==> src/rtl/if_id_fetch_stage.sv <==
// if_id_fetch_stage: PC register, single-outstanding instruction fetch, IF/ID register with a one-entry skid.
// Latency: id_valid rises one cycle after imem_rvalid; the next fetch issues the cycle after rvalid.
// Backpressure: id_ready low parks one returned word in the skid; fetch stalls while skid is full or a request is in flight.
//
// Ports: clk, rst_n (async, active-low)
//        imem_req/imem_addr out, imem_rvalid/imem_rdata in  -- instruction memory side
//        redirect_valid/redirect_pc in                      -- branch flush from later stages
//        id_valid/id_instr/id_op/id_pc out, id_ready in     -- decode side
module if_id_fetch_stage #(
    parameter int                  PC_WIDTH = 64,
    parameter logic [PC_WIDTH-1:0] RESET_PC = '0
) (
    input  logic                clk,
    input  logic                rst_n,
    output logic                imem_req,
    output logic [PC_WIDTH-1:0] imem_addr,
    input  logic                imem_rvalid,
    input  logic [31:0]         imem_rdata,
    input  logic                redirect_valid,
    input  logic [PC_WIDTH-1:0] redirect_pc,
    output logic                id_valid,
    input  logic                id_ready,
    output logic [31:0]         id_instr,
    output logic [10:0]         id_op,
    output logic [PC_WIDTH-1:0] id_pc
);

    logic [PC_WIDTH-1:0] pcQ;
    logic [PC_WIDTH-1:0] reqPcQ;
    logic                outstandingQ;
    logic                dropQ;
    logic                skidValidQ;
    logic [31:0]         skidInstrQ;
    logic [PC_WIDTH-1:0] skidPcQ;
    logic                idValidQ;
    logic [31:0]         idInstrQ;
    logic [PC_WIDTH-1:0] idPcQ;

    logic respValid;
    logic outFree;

    // rst_n is folded in so the strobe drops the instant reset asserts.
    // A redirect suppresses issue so the stale PC never reaches memory.
    assign imem_req  = rst_n & ~outstandingQ & ~skidValidQ & ~redirect_valid;
    assign imem_addr = pcQ;

    // Responses with nothing in flight are stray and ignored.
    assign respValid = imem_rvalid & outstandingQ;
    assign outFree   = ~idValidQ | id_ready;

    assign id_valid = idValidQ;
    assign id_instr = idInstrQ;
    assign id_pc    = idPcQ;
    assign id_op    = idInstrQ[31:21];

    always_ff @(posedge clk or negedge rst_n) begin
        if (!rst_n) begin
            pcQ          <= RESET_PC;
            reqPcQ       <= '0;
            outstandingQ <= 1'b0;
            dropQ        <= 1'b0;
            skidValidQ   <= 1'b0;
            skidInstrQ   <= '0;
            skidPcQ      <= '0;
            idValidQ     <= 1'b0;
            idInstrQ     <= '0;
            idPcQ        <= '0;
        end else if (redirect_valid) begin
            // Flush overrides every same-cycle load, including a skid drain.
            pcQ        <= redirect_pc;
            idValidQ   <= 1'b0;
            skidValidQ <= 1'b0;
            if (outstandingQ) begin
                if (imem_rvalid) begin
                    // The in-flight word lands now and is thrown away here,
                    // so nothing is left to drop later.
                    outstandingQ <= 1'b0;
                    dropQ        <= 1'b0;
                end else begin
                    // Word still in flight: remember to discard it on arrival.
                    dropQ <= 1'b1;
                end
            end
        end else begin
            if (imem_req) begin
                outstandingQ <= 1'b1;
                reqPcQ       <= pcQ;
                pcQ          <= pcQ + PC_WIDTH'(4);
            end
            if (respValid) begin
                outstandingQ <= 1'b0;
                dropQ        <= 1'b0;
            end

            // Skid and a fresh response are never both present: issue
            // waits for the skid to empty.
            if (skidValidQ && id_ready) begin
                idInstrQ   <= skidInstrQ;
                idPcQ      <= skidPcQ;
                idValidQ   <= 1'b1;
                skidValidQ <= 1'b0;
            end else if (respValid && !dropQ) begin
                if (outFree) begin
                    idInstrQ <= imem_rdata;
                    idPcQ    <= reqPcQ;
                    idValidQ <= 1'b1;
                end else begin
                    skidInstrQ <= imem_rdata;
                    skidPcQ    <= reqPcQ;
                    skidValidQ <= 1'b1;
                end
            end else if (idValidQ && id_ready) begin
                idValidQ <= 1'b0;
            end
        end
    end

endmodule

==> config.mk <==
export PLATFORM = sky130hd
export DESIGN_NAME = if_id_fetch_stage
export DESIGN_NICKNAME = d
export VERILOG_FILES = /design/src/rtl/if_id_fetch_stage.sv
export SDC_FILE = /design/constraint.sdc
export NUM_CORES = 1
export LEC_CHECK = 0
export BUFFER_PORTS_ARGS = -buffer_cell sky130_fd_sc_hd__buf_2
export CAP_MARGIN = 0
export CORE_AREA = 2 2 246 200
export CTS_CLUSTER_DIAMETER = 30
export DETAILED_ROUTE_END_ITERATION = 16
export DIE_AREA = 0 0 248 202
export SYNTH_ARGS = -nofsm -noshare
export SYNTH_HDL_FRONTEND = slang
export SYNTH_SLANG_ARGS = --single-unit
==> constraint.sdc <==
create_clock -name clk -period 3.1 [get_ports clk]
set_clock_uncertainty 0.1 [all_clocks]
set_input_delay 0.62 -clock clk [delete_from_list [all_inputs] [get_ports clk]]
set_output_delay 0.62 -clock clk [all_outputs]
set_load 0.1 [all_outputs]
==> results_dict.tcl, run 1 <==
set metrics [dict create \
    status "complete, no violations" \
    die_x_um 248 \
    drt_wl_total_um 40080 \
    post-cts-setup-buffer-count 0 \
    via_per_inst 4.794 \
    synthCells 1214 \
    nets 1624 \
    crit_type "flip-flop to flip-flop" \
    synthFlopType "dfrtp_1" \
    worstHoldPathCells 3 \
    fin_crit_sh_pct 95.41 \
    worstPathCellList "nand3_1 > or4_1 > or4_1 > buf_4 > or4b_1 > a31oi_1" \
    slew_headroom_pct 41.46 \
    grt_util_all_layers_pct 16.12 \
    grt_use_met3_pct 5.736 \
    drive_above_1_share_pct 40.24 \
    cts_root_buffer "clkbuf_16" \
    netlist_area_sq_um 14140 \
    synth-edff-count 0 \
    min_to "imem_addr[13]$_DFFE_PN0P_" \
    drv_slew 0 \
    r2r_setup_slack_ns 0.14 \
    io_buffers 273 \
    core.rowCount 72 \
    finalWeightedCongestion 0.8024 \
    start_util_pct 29.67 \
    dieArea_sq_um 50100 \
    cp_top_family "simple AND/OR/NAND/NOR gates" \
    area_delta_synth_final_pct 35.62 \
    slowest_stage "or4_1" \
    clkLatencyLatePin_ns 0.60 \
    vias 10614 \
    grt_overflow 0 \
    crit_top_cell "or4_1" \
    met2_usage_pct 24.20 \
    yosysWarnings 0 \
    period_minus_slack_ns 2.958 \
    worst_ep_required_time_ns 3.49 \
    cts_buffers 76 \
    cts_max_level 3 \
    grt_max_degree 151 \
    max-cap-violations 0 \
    worst_pin_slew_ns 0.8781 \
    cts.clk_slew.worst_paths_ns 0.05 \
    antenna_found_initial 10 \
    grtUsageMet1_pct 21.56 \
    power_mw 22.49 \
    ctsResizeCount 0 \
    final_antenna_net_count 0 \
    hold_class "input pin to flip-flop" \
    max_freq_mhz 338.1 \
    syn-mean-instance-area_sq_um 11.65 \
    tritoncts "yes" \
    worst_path_largest_cell_delay_ns 0.67 \
    drt_first_pass_iters 7 \
    hold_viol 0 \
    leakage_nw 9.286 \
    drt_iter0_drc 628 \
    synth-seq-area-share_pct 57.35 \
    io_pins 274 \
    ys_ff_latch 324 \
    ir_worst_vdd_v 0.0009169 \
    rsz0062_at_grt "no" \
    busiest_layer "met2" \
    cp.arrival_ns 3.35 \
    holdBufCountCts 0 \
    tns_ns 0 \
    min_from "redirect_pc[13]" \
    grt_first_pass_wirelength_um 61880 \
    n_fill_cell 4548 \
    die_height_um 202 \
    drc 0 \
    cp_max_fo 21 \
    setup_violations 0 \
    reg2reg_from "imem_addr[6]$_DFFE_PN0P_" \
    cts.sinks 324 \
    core_area_sq_um 47660 \
    r2r_end "imem_addr[57]$_DFFE_PN0P_" \
    syn-num-nets 1316 \
    powerDensity_nw_per_um2 1173 \
    synthArstFlopShare_pct 100.0 \
    hpwl_um 26740 \
    grt_pass1_vias 10871 \
    cp-end-kind "flip-flop" \
    synth_cell_types 44 \
    path_buf_inv 1 \
    start_kind "flip-flop" \
    clockBufferDepth 3 \
    post_drt_wl_per_cell_um 18.10 \
    r2r.worst_path.cells 6 \
]
## worst min-delay path, stage by stage
cell     delay, ns
buf_2         0.08
nand2_1       0.04
o21ai_0       0.06
## area by class of cell
cell class,instances,area [sq um],area share (%)
antenna,2,5.005,0.02610
timing repair buffer,312,1787,9.318
clock buffer,93,2058,10.73
tap,629,787.0,4.104
multi-input combinational,798,5685,29.65
clock inverter,46,681.9,3.556
inverter,10,37.54,0.1958
sequential,324,8133,42.41
## flip-flops by register name (all words and copies together) (netlist names)
signal	count
skidPcQ	64
skidInstrQ	32
id_valid	1
dropQ	1
imem_addr	64
skidValidQ	1
id_pc	64
reqPcQ	64
id_instr	32
outstandingQ	1
## cells by family after synthesis
family,after synthesis,synth area share [%]
simple gates,313,10.48
xor+xnor,35,2.168
mux,261,19.93
buf+inv,92,2.743
compound gates,188,7.248
fa+ha+maj,1,0.08848
flops,324,57.35
## how the worst max path moves through the flow
stage | endpoint | startpoint | cells past startpoint
2_1_floorplan | imem_addr[57]$_DFFE_PN0P_ | imem_addr[26]$_DFFE_PN0P_ | 7
3_3_place_gp | imem_addr[58]$_DFFE_PN0P_ | rst_n | 6
3_5_place_dp | imem_addr[58]$_DFFE_PN0P_ | rst_n | 6
4_1_cts | imem_addr[57]$_DFFE_PN0P_ | imem_addr[6]$_DFFE_PN0P_ | 6
5_1_grt | imem_addr[39]$_DFFE_PN0P_ | imem_addr[6]$_DFFE_PN0P_ | 6
6_report | imem_addr[57]$_DFFE_PN0P_ | imem_addr[6]$_DFFE_PN0P_ | 6
## report_power, final
group	leakage (nW)	switching (mW)	total (mW)	internal (mW)
Clock	1.32	2.57	8.47	5.91
Combinational	4.01	6.79	8.07	1.28
Sequential	3.95	0.701	5.94	5.24
## placed cells by master, fill, tap and decap left out, types with 6 or more instances in the layout
cell type / instances
nand3_1: 20
inv_6: 7
nand4_1: 25
inv_1: 9
clkinv_4: 9
clkinvlp_4: 6
buf_4: 32
or3_1: 18
or4_1: 10
buf_12: 9
nor3_1: 8
mux2_2: 164
buf_2: 270
mux2i_1: 97
xor2_1: 22
o21ai_0: 49
bufinv_16: 14
dfrtp_2: 20
nor2_1: 125
a21oi_1: 99
nor4_1: 11
clkbuf_1: 10
nand2_1: 65
xnor2_1: 13
clkbuf_16: 78
clkinv_2: 8
dfrtp_1: 304
a31oi_1: 21
## cell usage after synthesis, drive strengths merged, types with 18 or more instances
cell type  number  area (sq um)
nor2          127         476.7
xor2           22         192.7
nand3          20         100.1
or3            18         112.6
o21ai          49         245.2
buf            28         147.6
nand2          67         251.5
clkbuf         54         202.7
nand4          25         156.4
a21oi          99         495.5
mux2i          97         970.9
dfrtp         324          8108
mux2          164          1847
a31oi          21         131.4
## metal layers
metal / up-vias / part of all wire (%)
met5: - / 0.15
met4: 12 / 2.4
met3: 80 / 6.8
met2: 272 / 44
met1: 5269 / 46
li1: 4981 / -
## stage by stage
step                hold WS [ns]  utilization, %  worst slack [ns]  std cells  cell area (sq um)
floorplan                 0.2244               -          -0.05085       1214              14160
global placement          0.3853           34.48          -0.06780       2073              16430
detailed placement        0.3917           34.48          -0.07025       2073              16430
CTS                      0.08658           40.23            0.1046       2212              19170
global route             0.09224           40.23           0.02930       2213              19170
finish                    0.1338           40.24            0.1423       2214              19170
Note: power is estimated with default switching activity, not from simulation.
==> run 2: changes to the inputs <==
--- a/config.mk
+++ b/config.mk
@@ -7,10 +7,13 @@
 export LEC_CHECK = 0
 export BUFFER_PORTS_ARGS = -buffer_cell sky130_fd_sc_hd__buf_2
 export CAP_MARGIN = 0
+export CELL_PAD_IN_SITES_DETAIL_PLACEMENT = 0
+export CELL_PAD_IN_SITES_GLOBAL_PLACEMENT = 1
 export CORE_AREA = 2 2 246 200
 export CTS_CLUSTER_DIAMETER = 30
 export DETAILED_ROUTE_END_ITERATION = 16
 export DIE_AREA = 0 0 248 202
+export PLACE_DENSITY_LB_ADDON = 0.1
 export SYNTH_ARGS = -nofsm -noshare
 export SYNTH_HDL_FRONTEND = slang
 export SYNTH_SLANG_ARGS = --single-unit
==> run 2 against run 1 <==
Effect of this change: non-clock buffer count grew 2; sequential share of layout area fell by 0.72 points; combinational power is 0.6% higher; total power increased by 3.1%; worst hold slack lost 0.038 ns; die area is the same; critical path depth shrank 1.
==> results_dict.tcl, run 2 (synthesis results as in run 1) <==
set metrics [dict create \
    startpoint "skidValidQ$_DFFE_PN0P_" \
    ir_worst_vdd_v 0.0009922 \
    final_antenna_net_count 0 \
    worst_ep_required_time_ns 3.53 \
    cts.sinks 324 \
    worstSetupEndpoint "imem_addr[58]$_DFFE_PN0P_" \
    die_x_um 248 \
    tritoncts "yes" \
    clockBufferDepth 3 \
    slew_headroom_pct 26.50 \
    nets 1637 \
    dieArea_sq_um 50100 \
    grt_first_pass_wirelength_um 65020 \
    n_fill_cell 4703 \
    leakage_nw 9.443 \
    status "complete, no violations" \
    cp-end-kind "flip-flop" \
    cts.clk_slew.worst_paths_ns 0.04 \
    max_freq_mhz 344.5 \
    dpl.cell_count 2074 \
    cts_max_level 3 \
    seqPwrFrac_pct 25.5 \
    hold_viol 0 \
    holdBufCountCts 0 \
    drt_first_pass_iters 4 \
    r2r_end "imem_addr[58]$_DFFE_PN0P_" \
    cp_max_fo 6 \
    period_minus_slack_ns 2.903 \
    die_height_um 202 \
    post_drt_wl_per_cell_um 19.16 \
    antenna_found_initial 2 \
    cp.arrival_ns 3.33 \
    setup_violations 0 \
    core_area_sq_um 47660 \
    start_util_pct 29.67 \
    final_common_cell "dfrtp_1" \
    p_int_mw 12.81 \
    powerDensity_nw_per_um2 1188 \
    drive_above_1_share_pct 41.06 \
    grt_util_all_layers_pct 17.10 \
    crit_type "flip-flop to flip-flop" \
    cts_root_buffer "clkbuf_16" \
    comb_power_share_pct 35.0 \
    final_cell_mix "dfrtp_1, buf_2, mux2_2" \
    cts_buffers 87 \
    via_per_inst 4.718 \
    core.rowCount 72 \
    finalWeightedCongestion 0.7411 \
    reg2reg_from "skidValidQ$_DFFE_PN0P_" \
    fin_util_pct 40.93 \
    hpwl_um 27610 \
    sw_frac_of_total_pct 44.73 \
    finalNonFillerCells 2234 \
    drt_iter0_drc 602 \
    r2r.worst_path.cells 5 \
    p_switching_mw 10.37 \
    worst_pin_slew_ns 1.103 \
    io_buffers 273 \
    diodes 0 \
    drt_wl_total_um 42790 \
    pwr-share-clk_pct 39.4 \
    area_delta_synth_final_pct 37.96 \
    grt_max_degree 166 \
    start_kind "flip-flop" \
    max-cap-violations 0 \
    io_pins 274 \
    clkLatencyLatePin_ns 0.62 \
    drc 0 \
    r2r_setup_slack_ns 0.20 \
    drv_slew 0 \
    fin_crit_sh_pct 93.64 \
    grt_overflow 0 \
    post-place-ws_ns -0.06092 \
    rsz0062_at_grt "no" \
    grt_pass1_vias 10640 \
    vias 10541 \
    setup_ws_ns 0.1971 \
    hold_class "input pin to async pin" \
]
## run 2: cell count changes in the layout (fill, tap and decap cells not counted), moves of 5 or more
cell / previous run / this run
inv_6: 7 / 0
clkbuf_8: 5 / 15
clkbuf_16: 78 / 87
clkinv_16: 0 / 5
clkinv_2: 8 / 16
bufinv_16: 14 / 9
## run 2: worst max-delay path, cell delays in order, from the launching register on
cell and delay (ns):
dfrtp_1 0.43, or3b_1 0.47, or4_4 0.56, or4_1 0.60, or4_1 0.50, o211ai_1 0.16
## run 2: worst min-delay path by stage
stage                       startpoint                         to  slack, ns  cells past startpoint
2_1_floorplan                    rst_n          dropQ$_DFFE_PN0P_       0.22                      0
3_3_place_gp   skidPcQ[20]$_DFFE_PN0P_    skidPcQ[20]$_DFFE_PN0P_       0.39                      1
3_5_place_dp   skidPcQ[33]$_DFFE_PN0P_    skidPcQ[33]$_DFFE_PN0P_       0.39                      1
4_1_cts                 redirect_pc[4]   imem_addr[4]$_DFFE_PN0P_       0.08                      3
5_1_grt                redirect_pc[12]  imem_addr[12]$_DFFE_PN0P_        0.1                      3
6_report                         rst_n  skidInstrQ[6]$_DFFE_PN0P_        0.1                      2
## run 2: layout make-up
cell class                 instances  area (sq um)  area share, %
timing repair buffer             314          1789          9.173
sequential                       324          8133          41.69
tap                              629         787.0          4.035
clock inverter                    47         653.1          3.348
clock buffer                     112          2421          12.41
multi-input combinational        798          5685          29.15
inverter                          10         37.54         0.1924
## run 2: timing repair
item	in CTS	in global routing
buffers inserted	1	0
endpoints found under the setup margin	1	0
gates resized for setup	0	0
## run 2: stage by stage
| step | cell area (sq um) | hold slack (ns) | setup TNS, ns | power (mW) |
|---|---|---|---|---|
| 6_report | 19510 | 0.09614 | 0 | 23.18 |
| 5_1_grt | 19510 | 0.09562 | 0 | 24.12 |
| 4_1_cts | 19510 | 0.07630 | 0 | 23.47 |
| 3_5_place_dp | 16420 | 0.3915 | -0.06092 | 14.16 |
| 3_3_place_gp | 16420 | 0.3856 | -0.04557 | 14.10 |
| 2_1_floorplan | 14160 | 0.2244 | -0.05085 | 12.68 |
## run 2: power groups by stage
| stage | sequential (mW) | clock (mW) | combinational [mW] |
|---|---|---|---|
| 2_1_floorplan | 10.9 | 0 | 1.74 |
| 3_3_place_gp | 5.96 | 0 | 8.14 |
| 3_5_place_dp | 5.99 | 0 | 8.17 |
| 4_1_cts | 5.94 | 9.34 | 8.19 |
| 5_1_grt | 6.08 | 9.61 | 8.43 |
| 6_report | 5.92 | 9.14 | 8.12 |
## run 2: per-layer routing
metal,global-route usage [%],wire length (um)
met1,24.58,21030
met2,25.18,18960
met3,4.249,1977
met4,5.304,832
met5,0,0
==> run 3: changes to the inputs <==
==> constraint.sdc (replaced) <==
create_clock -name clk -period 3.1 [get_ports clk]
set_clock_uncertainty 0.1 [all_clocks]
set_input_delay 0.155 -clock clk [delete_from_list [all_inputs] [get_ports clk]]
set_output_delay 0.155 -clock clk [all_outputs]
set_load 0.1 [all_outputs]
==> run 3 against run 2 <==
Effect of this change: total power up 5.3%; routed wire length is 1.8% higher; design area increased by 6.3%; die area is the same; sequential power barely moved; utilization rose by 2.6 points; highest routed layer is now met5; critical path type unchanged; global-route usage is 0.52 points higher; first-iteration DRC count decreased by 31%; critical path depth unchanged; worst hold slack better by 0.11 ns.
==> results_dict.tcl, run 3 (synthesis results as in run 1) <==
set metrics [dict create \
    dpl.cell_count 2059 \
    cp.arrival_ns 3.32 \
    drt_first_pass_iters 4 \
    crit_type "flip-flop to flip-flop" \
    hold_class "input pin to async pin" \
    slowest_stage "or4_4" \
    ir_worst_vdd_v 0.001141 \
    start_kind "flip-flop" \
    fin_crit_sh_pct 94.14 \
    max_freq_mhz 342.6 \
    final_common_cell "dfrtp_1" \
    start_util_pct 29.67 \
    cts_max_level 3 \
    vias 10898 \
    r2r_setup_slack_ns 0.18 \
    startpoint "skidValidQ$_DFFE_PN0P_" \
    post_drt_wl_per_cell_um 18.67 \
    post-place-ws_ns 0.1932 \
    cp-end-kind "flip-flop" \
    worst_path_largest_cell_delay_ns 0.60 \
    fin_util_pct 43.51 \
    nets 1730 \
    slew_headroom_pct 38.99 \
    grt_overflow 0 \
    dieArea_sq_um 50100 \
    drv_slew 0 \
    postLayoutCellArea_sq_um 20730 \
    drive_above_1_share_pct 38.30 \
    area_delta_synth_final_pct 46.65 \
    cts.clk_slew.worst_paths_ns 0.04 \
    clockBufferDepth 3 \
    via_per_inst 4.669 \
    tritoncts "yes" \
    r2r.worst_path.cells 5 \
    io_buffers 273 \
    diodes 0 \
    max-cap-violations 0 \
    grt_first_pass_wirelength_um 67340 \
    worst_pin_slew_ns 0.9152 \
    core.rowCount 72 \
    worst_ep_required_time_ns 3.50 \
    cp_top_family "simple AND/OR/NAND/NOR gates" \
    drc 0 \
    status "complete, no violations" \
    powerDensity_nw_per_um2 1177 \
    place_area_sq_um 16290 \
    final_antenna_net_count 0 \
    drt_iter0_drc 414 \
    crit_top_cell "or4_1" \
    antenna_found_initial 1 \
    cts_buffers 91 \
    worstSetupEndpoint "imem_addr[58]$_DFFE_PN0P_" \
    rsz0062_at_grt "no" \
    final_cell_mix "dfrtp_1, buf_2, mux2_2" \
    period_minus_slack_ns 2.918 \
    power_mw 24.40 \
    hpwl_um 27460 \
    io_pins 274 \
    r2r_end "imem_addr[58]$_DFFE_PN0P_" \
    clkLatencyLatePin_ns 0.60 \
    leakage_nw 9.979 \
    die_height_um 202 \
    cts.sinks 324 \
    critical_path_depth 5 \
    core_area_sq_um 47660 \
    path_buf_inv 0 \
    cts_root_buffer "clkbuf_16" \
    worstPathCellList "or3b_1 > or4_4 > or4_1 > or4_1 > o211ai_1" \
    hold_viol 0 \
    cp_max_fo 7 \
    grt_max_degree 136 \
    grt_util_all_layers_pct 17.61 \
    reg2reg_from "skidValidQ$_DFFE_PN0P_" \
    grt_pass1_vias 11224 \
    finalNonFillerCells 2334 \
    drt_wl_total_um 43570 \
    die_x_um 248 \
    setup_violations 0 \
    finalWeightedCongestion 0.7429 \
    ctsResizeCount 0 \
    setup_ws_ns 0.1815 \
]
[run 3: changes by cell type in the layout (fill, tap and decap cells not counted), sizes merged]
cell / change
buf: -16
bufinv: +10
clkbuf: +10
clkinv: -9
clkinvlp: -3
dlygate4sd3: +105
inv: +3
[run 3: area by class of cell]
type	count	area, sq um
repair buffers	403	2695
clock inverters	48	768.2
fillers	4506	26920
flip-flops and latches	324	8133
inverters	10	37.54
multi-input cells	798	5685
well taps	629	787.0
clock buffers	122	2628
[run 3: how the worst min path moves through the flow]
| stage | start | end | cells after the start |
|---|---|---|---|
| 2_1_floorplan | rst_n | dropQ$_DFFE_PN0P_ | 0 |
| 3_3_place_gp | rst_n | skidInstrQ[10]$_DFFE_PN0P_ | 2 |
| 3_5_place_dp | rst_n | skidInstrQ[10]$_DFFE_PN0P_ | 2 |
| 4_1_cts | redirect_pc[23] | imem_addr[23]$_DFFE_PN0P_ | 4 |
| 5_1_grt | redirect_pc[24] | imem_addr[24]$_DFFE_PN0P_ | 4 |
| 6_report | rst_n | id_instr[2]$_DFFE_PN0P_ | 3 |
[run 3: per-stage QoR]
step	hold WS (ns)	TNS, ns
after CTS	0.1654	0
after detailed placement	0.2639	0
after global routing	0.2046	0
final	0.2017	0
after floorplan	-0.2406	-0.05085
after global placement	0.2659	0
[run 3: where the power goes]
group	leakage (nW)	internal, mW	switching, mW	total (mW)
sequential	3.95	5.25	0.698	5.94
combinational	4.36	1.36	6.85	8.22
clock	1.66	7.46	2.78	10.2
[run 3: per-layer routing]
layer | up-vias | wire length [um] | GRT usage [%]
met3 | 70 | 2380 | 5.139
met5 | - | 13 | 0
met4 | 2 | 884 | 5.411
li1 | 5195 | - | -
met2 | 224 | 19600 | 26.44
met1 | 5407 | 20690 | 24.42
[run 3: worst register-to-register path, delay by kind of cell (launching register included)]
family | cells | cell delay [ns]
compound gates | 1 | 0.16
flops | 1 | 0.36
simple gates | 4 | 2.20
[run 3: repair_timing]
| item | CTS | global route |
|---|---|---|
| setup buffers | 0 | 0 |
| hold endpoints to repair | 264 | 0 |
| hold buffers | 105 | 0 |
